## src/rtl/cpu_defs_pkg.sv

```systemverilog
// Shared definitions for the multicycle CPU controller: state encodings,
// opcodes, ALU function codes and the control-strobe bundle.
package cpu_defs_pkg;

  localparam int unsigned OP_W  = 6;
  localparam int unsigned ALU_W = 3;
  localparam int unsigned CNT_W = 32;

  typedef enum logic [2:0] {
    S_IF   = 3'b000,
    S_ID   = 3'b001,
    S_EXE  = 3'b010,
    S_MEM  = 3'b011,
    S_WB   = 3'b100,
    S_HALT = 3'b101
  } state_t;

  localparam logic [OP_W-1:0] OP_ADD  = 6'b000000;
  localparam logic [OP_W-1:0] OP_SUB  = 6'b000001;
  localparam logic [OP_W-1:0] OP_ADDI = 6'b000010;
  localparam logic [OP_W-1:0] OP_ORI  = 6'b010000;
  localparam logic [OP_W-1:0] OP_AND  = 6'b010001;
  localparam logic [OP_W-1:0] OP_OR   = 6'b010010;
  localparam logic [OP_W-1:0] OP_SLT  = 6'b100111;
  localparam logic [OP_W-1:0] OP_SW   = 6'b110000;
  localparam logic [OP_W-1:0] OP_LW   = 6'b110001;
  localparam logic [OP_W-1:0] OP_BEQ  = 6'b110100;
  localparam logic [OP_W-1:0] OP_J    = 6'b111000;
  localparam logic [OP_W-1:0] OP_HALT = 6'b111111;

  localparam logic [ALU_W-1:0] ALU_ADD = 3'b000;
  localparam logic [ALU_W-1:0] ALU_SUB = 3'b001;
  localparam logic [ALU_W-1:0] ALU_OR  = 3'b011;
  localparam logic [ALU_W-1:0] ALU_AND = 3'b100;
  localparam logic [ALU_W-1:0] ALU_SLT = 3'b110;

  typedef struct packed {
    logic             pc_wre;
    logic             branch;
    logic             jump;
    logic             ir_wre;
    logic             ins_mem_rw;
    logic             reg_wre;
    logic             reg_dst;
    logic             alu_src_b;
    logic             m_rd;
    logic             m_wr;
    logic             db_data_src;
    logic             illegal_op;
    logic             halted;
    logic [ALU_W-1:0] alu_op;
  } ctrl_t;

  function automatic logic is_legal(input logic [OP_W-1:0] op);
    case (op)
      OP_ADD, OP_SUB, OP_ADDI, OP_ORI, OP_AND, OP_OR, OP_SLT,
      OP_SW, OP_LW, OP_BEQ, OP_J, OP_HALT: return 1'b1;
      default:                             return 1'b0;
    endcase
  endfunction

  function automatic logic [ALU_W-1:0] alu_of(input logic [OP_W-1:0] op);
    case (op)
      OP_SUB, OP_BEQ: return ALU_SUB;
      OP_ORI, OP_OR:  return ALU_OR;
      OP_AND:         return ALU_AND;
      OP_SLT:         return ALU_SLT;
      default:        return ALU_ADD;
    endcase
  endfunction

endpackage

```

## src/rtl/ctrl_decode.sv

```systemverilog
// Combinational control decode: current state plus latched opcode to
// datapath strobes and selects.
module ctrl_decode
  import cpu_defs_pkg::*;
(
  input  state_t            state,
  input  logic [OP_W-1:0]   op,
  input  logic              mem_ready,
  output ctrl_t             ctrl_c
);

  logic is_r;
  logic is_imm;

  assign is_r   = (op == OP_ADD) || (op == OP_SUB) || (op == OP_AND) ||
                  (op == OP_OR)  || (op == OP_SLT);
  assign is_imm = (op == OP_ADDI) || (op == OP_ORI) || (op == OP_LW) || (op == OP_SW);

  always_comb begin
    ctrl_c = '0;
    // PCWre marks the last cycle of every instruction
    case (state)
      S_IF: begin
        ctrl_c.ir_wre     = 1'b1;
        ctrl_c.ins_mem_rw = 1'b1;
      end
      S_ID: begin
        if (op == OP_J) begin
          ctrl_c.jump   = 1'b1;
          ctrl_c.pc_wre = 1'b1;
        end else if (!is_legal(op)) begin
          ctrl_c.illegal_op = 1'b1;
          ctrl_c.pc_wre     = 1'b1;
        end
      end
      S_EXE: begin
        ctrl_c.branch = (op == OP_BEQ);
        ctrl_c.pc_wre = (op == OP_BEQ);
      end
      S_MEM: begin
        ctrl_c.m_rd   = (op == OP_LW);
        ctrl_c.m_wr   = (op == OP_SW);
        ctrl_c.pc_wre = (op == OP_SW) && mem_ready;
      end
      S_WB: begin
        ctrl_c.reg_wre = 1'b1;
        ctrl_c.pc_wre  = 1'b1;
      end
      S_HALT: ctrl_c.halted = 1'b1;
      default: ;
    endcase

    // Datapath selects only matter once the instruction is executing
    if (state == S_EXE || state == S_MEM || state == S_WB) begin
      ctrl_c.alu_op      = alu_of(op);
      ctrl_c.alu_src_b   = is_imm;
      ctrl_c.reg_dst     = is_r;
      ctrl_c.db_data_src = (op == OP_LW);
    end
  end

endmodule

```

## src/rtl/multicycle_ctrl.sv

```systemverilog
// Multicycle CPU control unit: state machine, opcode latch and retired
// instruction counter around the combinational decode.
module multicycle_ctrl
  import cpu_defs_pkg::*;
(
  input  logic              clk,
  input  logic              rst_n,
  input  logic [OP_W-1:0]   opcode,
  input  logic              Zero,
  input  logic              mem_ready,
  output logic              PCWre,
  output logic              Branch,
  output logic              Jump,
  output logic              IRWre,
  output logic              InsMemRW,
  output logic              RegWre,
  output logic              RegDst,
  output logic              ALUSrcB,
  output logic              mRD,
  output logic              mWR,
  output logic              DBDataSrc,
  output logic [ALU_W-1:0]  ALUOp,
  output logic [2:0]        state,
  output logic              halted,
  output logic              illegal_op,
  output logic [CNT_W-1:0]  instr_count
);

  state_t            state_q;
  state_t            state_nxt;
  logic [OP_W-1:0]   op_q;
  logic [CNT_W-1:0]  cnt_q;
  ctrl_t             ctrl_c;

  // Zero only qualifies Branch in the PC-select mux outside this block
  logic unused_zero;
  assign unused_zero = Zero;

  ctrl_decode u_decode (
    .state     (state_q),
    .op        (op_q),
    .mem_ready (mem_ready),
    .ctrl_c    (ctrl_c)
  );

  // State register, opcode latch on ID entry, retired-instruction counter
  always_ff @(posedge clk or negedge rst_n) begin
    if (!rst_n) begin
      state_q <= S_IF;
      op_q    <= '0;
      cnt_q   <= '0;
    end else begin
      state_q <= state_nxt;
      if (state_q == S_IF) op_q <= opcode;
      if (ctrl_c.pc_wre)   cnt_q <= cnt_q + CNT_W'(1);
    end
  end

  always_comb begin
    state_nxt = state_q;
    case (state_q)
      S_IF: state_nxt = S_ID;
      S_ID: begin
        if (op_q == OP_J || !is_legal(op_q)) state_nxt = S_IF;
        else if (op_q == OP_HALT)            state_nxt = S_HALT;
        else                                 state_nxt = S_EXE;
      end
      S_EXE: begin
        if (op_q == OP_BEQ)                        state_nxt = S_IF;
        else if (op_q == OP_LW || op_q == OP_SW)   state_nxt = S_MEM;
        else                                       state_nxt = S_WB;
      end
      S_MEM: begin
        if (mem_ready) state_nxt = (op_q == OP_SW) ? S_IF : S_WB;
      end
      S_WB:   state_nxt = S_IF;
      S_HALT: state_nxt = S_HALT;
      default: state_nxt = S_IF;
    endcase
  end

  assign PCWre       = ctrl_c.pc_wre;
  assign Branch      = ctrl_c.branch;
  assign Jump        = ctrl_c.jump;
  assign IRWre       = ctrl_c.ir_wre;
  assign InsMemRW    = ctrl_c.ins_mem_rw;
  assign RegWre      = ctrl_c.reg_wre;
  assign RegDst      = ctrl_c.reg_dst;
  assign ALUSrcB     = ctrl_c.alu_src_b;
  assign mRD         = ctrl_c.m_rd;
  assign mWR         = ctrl_c.m_wr;
  assign DBDataSrc   = ctrl_c.db_data_src;
  assign ALUOp       = ctrl_c.alu_op;
  assign halted      = ctrl_c.halted;
  assign illegal_op  = ctrl_c.illegal_op;
  assign state       = state_q;
  assign instr_count = cnt_q;

endmodule

```

## config.mk

```make
export PLATFORM = sky130hd
export DESIGN_NAME = multicycle_ctrl
export DESIGN_NICKNAME = d
export VERILOG_FILES = /design/src/rtl/cpu_defs_pkg.sv /design/src/rtl/ctrl_decode.sv /design/src/rtl/multicycle_ctrl.sv
export SDC_FILE = /design/constraint.sdc
export NUM_CORES = 1
export LEC_CHECK = 0
export ABC_CLOCK_PERIOD_IN_PS = 5000
export CAP_MARGIN = 20
export CORE_UTILIZATION = 53
export DETAILED_ROUTE_END_ITERATION = 10
export GPL_TIMING_DRIVEN = 0
export PLACE_DENSITY = 0.85
export SYNTH_ARGS = -nofsm -noshare
export SYNTH_HDL_FRONTEND = slang
export SYNTH_HIERARCHICAL = 1
export SYNTH_SLANG_ARGS = --single-unit
```

## constraint.sdc

```tcl
create_clock -name clk -period 5 [get_ports clk]
set_input_delay 1.25 -clock clk [delete_from_list [all_inputs] [get_ports clk]]
set_output_delay 1.25 -clock clk [all_outputs]
set_load 0.02 [all_outputs]
```

# Yosys cells after proc, flatten, opt, wreduce, memory -nomap -nowiden
# Cells that the tools add are included.
# classes
addsub	1
n_eq_ne	17
muxes	27
reduce_logical	18
# op_table
cell	count
== test 6 bit, second input constant	6
adder 32 x 1 -> 32 bit, second input constant	1
2-to-1 mux 3 bit	7
== test 6 x 5 -> 1 bit, second input constant	3
one-hot mux 3 bit (5 select lines)	1
2-to-1 mux 1 bit	14
one-hot mux 3 bit (4 select lines)	1
OR reduction 12 bit	1
logical OR 1 bit	11
== test 3 x 2 -> 1 bit, second input constant	2
== test 3 bit, second input constant	2
== test 6 x 1 -> 1 bit, second input constant	1
== test 6 x 2 -> 1 bit, second input constant	1
zero test 6 bit	1
2-to-1 mux 2 bit	3
one-hot mux 1 bit (4 select lines)	1
OR reduction 2 bit	2
== test 3 x 1 -> 1 bit, second input constant	1
zero test 3 bit	1
inequality test 2 bit, second input constant	1
logical AND 1 bit	1
zero test 1 bit	1
# word_totals
regBits	41
in_bits	10
output_inout_bits	51
word_cells	66

# Logic depth before layout (Yosys ltp)
# Gate-level depths: netlist of run 1.
# logic_depth
word_depth	8
ltp_mapped	10
mapped_depth_nobuf	8

# Modules after synthesis
# Netlist of run 1, hierarchy kept.
# modules_own_cells
module	n_inst	cells_per_inst	area_per_inst_um2	seq_area_each_um2
multicycle_ctrl	1	167	1959.4	1026.0
ctrl_decode	1	64	445.4	0.0

# Worst setup path after synthesis of run 1
# No wires, ideal clock.
# synth_path
path_type	register to output
start	register state_q[1] (netlist: state[1])
end	output port PCWre
t_arrival_ns	1.789
required_ns	3.750
path_slack_ns	1.961
stages_incl_launch_ff	5
n_path_buf	0
path_cell_list	dfrtp_1 > nand3b_1 > nor3_2 > a211oi_1 > o21ai_1
# synth_via
elab_chain_len	2
word_cells_on_any_way	5
classes_between	4 x eq/ne; 1 x mux
# synth_lines
element	line_no	source
from (decl)	multicycle_ctrl.sv:29	state_t state_q;
from (signal assigned)	multicycle_ctrl.sv:53	state_q <= state_nxt;
== test 3 bit (tied with other cells)	ctrl_decode.sv:22	case (state)
one-hot mux 1 bit (4 select lines) (*)	ctrl_decode.sv:22	
to (decl)	multicycle_ctrl.sv:11	output logic PCWre,
# Every way passes the cells marked *; elsewhere a longest branch is shown, timed or not.

# Worst setup path in the final report of run 1
# layout_path
start	input port mem_ready
end	output port PCWre
# layout_via
elab_chain_len	2
# layout_lines
element	line_no	source
from (decl)	multicycle_ctrl.sv:10	input logic mem_ready,
logical AND 1 bit	ctrl_decode.sv:43	ctrl_c.pc_wre = (op == OP_SW) && mem_ready;
one-hot mux 1 bit (4 select lines)	ctrl_decode.sv:22	
# Every way passes these cells.

==> flow_summary.yaml, run 1 <==
setup_path:
  crit_family: "buffers and inverters"
  cp_slowest_cell: "clkdlybuf4s50_1"
  crit_type: "input port to output pin"
  cp_data_required_time_ns: 3.75
  path_cells: "clkdlybuf4s50_1 -> a211oi_1 -> o21ai_1 -> clkdlybuf4s50_1"
  cp_common_cell: "clkdlybuf4s50_1"
  critPathMaxFanout: 7
  cp_slowest_stage_delay_ns: 0.73
  worst-path-buf-inv: 2
  critical_path.startpoint_type: "input port"
  critical_path_arrival_ns: 3.03
  end_kind: "output pin"
synth:
  synthFlopType: "dfrtp_1"
  synthArstFlopShare: 1.00
  syn_avg_cell_area_um2: 10.4
  synth_cell_type_count: 54
  synth_area_um2: 2400
  yosys_warnings: 6
  syn_inst: 231
  synth_edf_count: 0
  ys_seq_area_frac: 0.427
  syn-num-nets: 242
  synth-seq-cells: 41
clock_tree:
  cts_buffers: 5
  clock-root-buffer: "clkbuf_8"
  clock_sinks: 41
  cts_hold_buf: 0
  clk_pin_slew_ns: 0.08
  htreeDepth: 2
  cts.repair.resized: 0
  worstSkewPairLatency_ns: 0.28
  cts_tree: "done"
  postCtsSetupBuffers: 0
  clk_path_buf_depth: 2
layout:
  register_area_um2: 1030
  synthToLayoutAreaGrowth_pct: 32.1
  stdcell_count: 350
  nNetsFinal: 308
  multiInputGateArea_um2: 1280
  nFillCells: 325
  antennaDiodeCount: 0
  layout_common_cells: "58 x clkdlybuf4s50_1, 41 x dfrtp_1, 22 x xnor2_1, 16 x nand3_1, 14 x nor3_1"
  final_common_cell: "clkdlybuf4s50_1"
  drive_gt1_frac: 0.148
pwr:
  pwr-share-seq: 0.352
  net-switching-power_w: 0.000589
  p_per_area_nw_per_um2: 461
  clockPowerShare: 0.187
  sw_frac_of_total: 0.402
  finalPower_w: 0.00147
  power_frac_comb: 0.461
  p_leak_nw: 1.29
  peakVddDrop_mv: 0.405
  power.internal_w: 0.000876
timing:
  finalCritPeriodShare: 0.855
  rsz0062_at_grt: "no"
  relSlewSlack: 0.414
  max_freq_ghz: 0.234
  tightest_slew_ns: 0.879
  fin_crit_ns: 4.28
  finalSetupTns_ns: 0
  whs_ns: 0.480
  fin_skew_ns: 0.00915
  maxSlewViolCount: 0
  finalWorstSetupSlack_ns: 0.723
  setup_viol: 0
  final-hold-violation-count: 0
global_route:
  grt_max_degree: 42
  grt_pass1_vias: 1876
  grt_use_total: 0.227
  grt_pass1_wl_um: 8890
  grt_overflow: 0
  antenna_found_initial: 0
route:
  drtPass1Iterations: 4
  drc: 0
  ant_nets: 0
  drt-initial-drc-count: 90
  vias: 2046
  wire_per_inst_um: 15.3
  wirelength_um: 5370
  via_per_inst: 5.85
status:
  outcome: "finished, final reports clean"
floorplan:
  die_area_um2: 4810
  fp.dieH_um: 69.4
  io-pin-count: 61
  initial_core_util: 0.552
  row_count: 24
  fp.dieW_um: 69.4
  core_area_um2: 4350
hold_path:
  hp-class: "flop to flop"
placed_design:
  dp_cells: 342
  place_worst_setup_slack_ns: 0.712
  hpwl_um: 3900
  port_buffers: 59
  place_congestion: 0.813
job:
  drv_cap: 0
-- routing by layer --
layer,wire (um),global-route usage
met4,65,0.0658
met1,2410,0.317
met5,0,0
met3,202,0.0451
met2,2690,0.360
-- through the flow --
stage,cell area [um^2],utilization
floorplan,2400,-
global placement,3060,0.703
detailed placement,3060,0.702
CTS,3180,0.729
global route,3180,0.729
finish,3180,0.729
-- final cells by class --
cell class / instances / share of cell area
clock inverter: 2 / 0.0118
multi-input combinational: 172 / 0.403
tap: 52 / 0.0205
timing repair buffer: 59 / 0.184
sequential: 41 / 0.323
inverter: 11 / 0.0130
clock buffer: 6 / 0.0260
buffer: 7 / 0.0185
-- flip-flops by register name (all words and copies together) (netlist names) --
register,cells
state,3
instr_count,32
op_q,6
-- power by group through the flow --
stage,clock network [W],logic (W),registers [W]
floorplan,0,0.000437,0.000529
global placement,0,0.000656,0.000515
detailed placement,0,0.000674,0.000520
CTS,0.000276,0.000677,0.000514
global route,0.000293,0.000735,0.000530
finish,0.000275,0.000676,0.000515
-- logic make-up (layout without fill, tap and decap cells) --
logic type,count (synthesis),after routing,share of synthesized area
muxes,6,6,0.0281
buffers and inverters,18,85,0.0416
xor gates and xnor gates,31,31,0.113
DFF,41,41,0.427
adders and majority gates,3,3,0.0140
and+or+nand+nor,106,106,0.296
AOI/OAI and AO/OA,26,26,0.0806
-- path summary, 6_finish.rpt --
kind	startpoint	slack, ns	depth (start not counted)	end
worst max register to register	op_q[2]	1.94	9	instr_count[14]
worst max-delay path	mem_ready	0.72	4	PCWre
max in group asynchronous	rst_n	3.37	1	instr_count[11]
min in group asynchronous	rst_n	1.07	1	instr_count[25]
worst min register to register	instr_count[31]	0.48	1	instr_count[31]
worst min-delay path	instr_count[31]	0.48	1	instr_count[31]
-- cells in the mapped netlist, types with 5 or more instances --
master / number / area (um^2)
nor3_1: 14 / 70.1
xnor2_1: 22 / 193
mux2_2: 6 / 67.6
nand2b_1: 5 / 31.3
and3_1: 5 / 31.3
nand4_1: 7 / 43.8
nor2_1: 10 / 37.5
nand3_1: 16 / 80.1
nor4_1: 6 / 37.5
inv_1: 9 / 33.8
dfrtp_1: 41 / 1030
nand2_1: 13 / 48.8
xor2_1: 9 / 78.8
Power figures use the tool's default switching activity.
==> inputs of run 2 (changes only) <==
--- a/config.mk
+++ b/config.mk
@@ -11,6 +11,7 @@
 export DETAILED_ROUTE_END_ITERATION = 10
 export GPL_TIMING_DRIVEN = 0
 export PLACE_DENSITY = 0.85
+export SKIP_LAST_GASP = 1
 export SYNTH_ARGS = -nofsm -noshare
 export SYNTH_HDL_FRONTEND = slang
 export SYNTH_HIERARCHICAL = 1
==> results of run 2 <==
Final layout, timing and power as in run 1 (identical DEF).
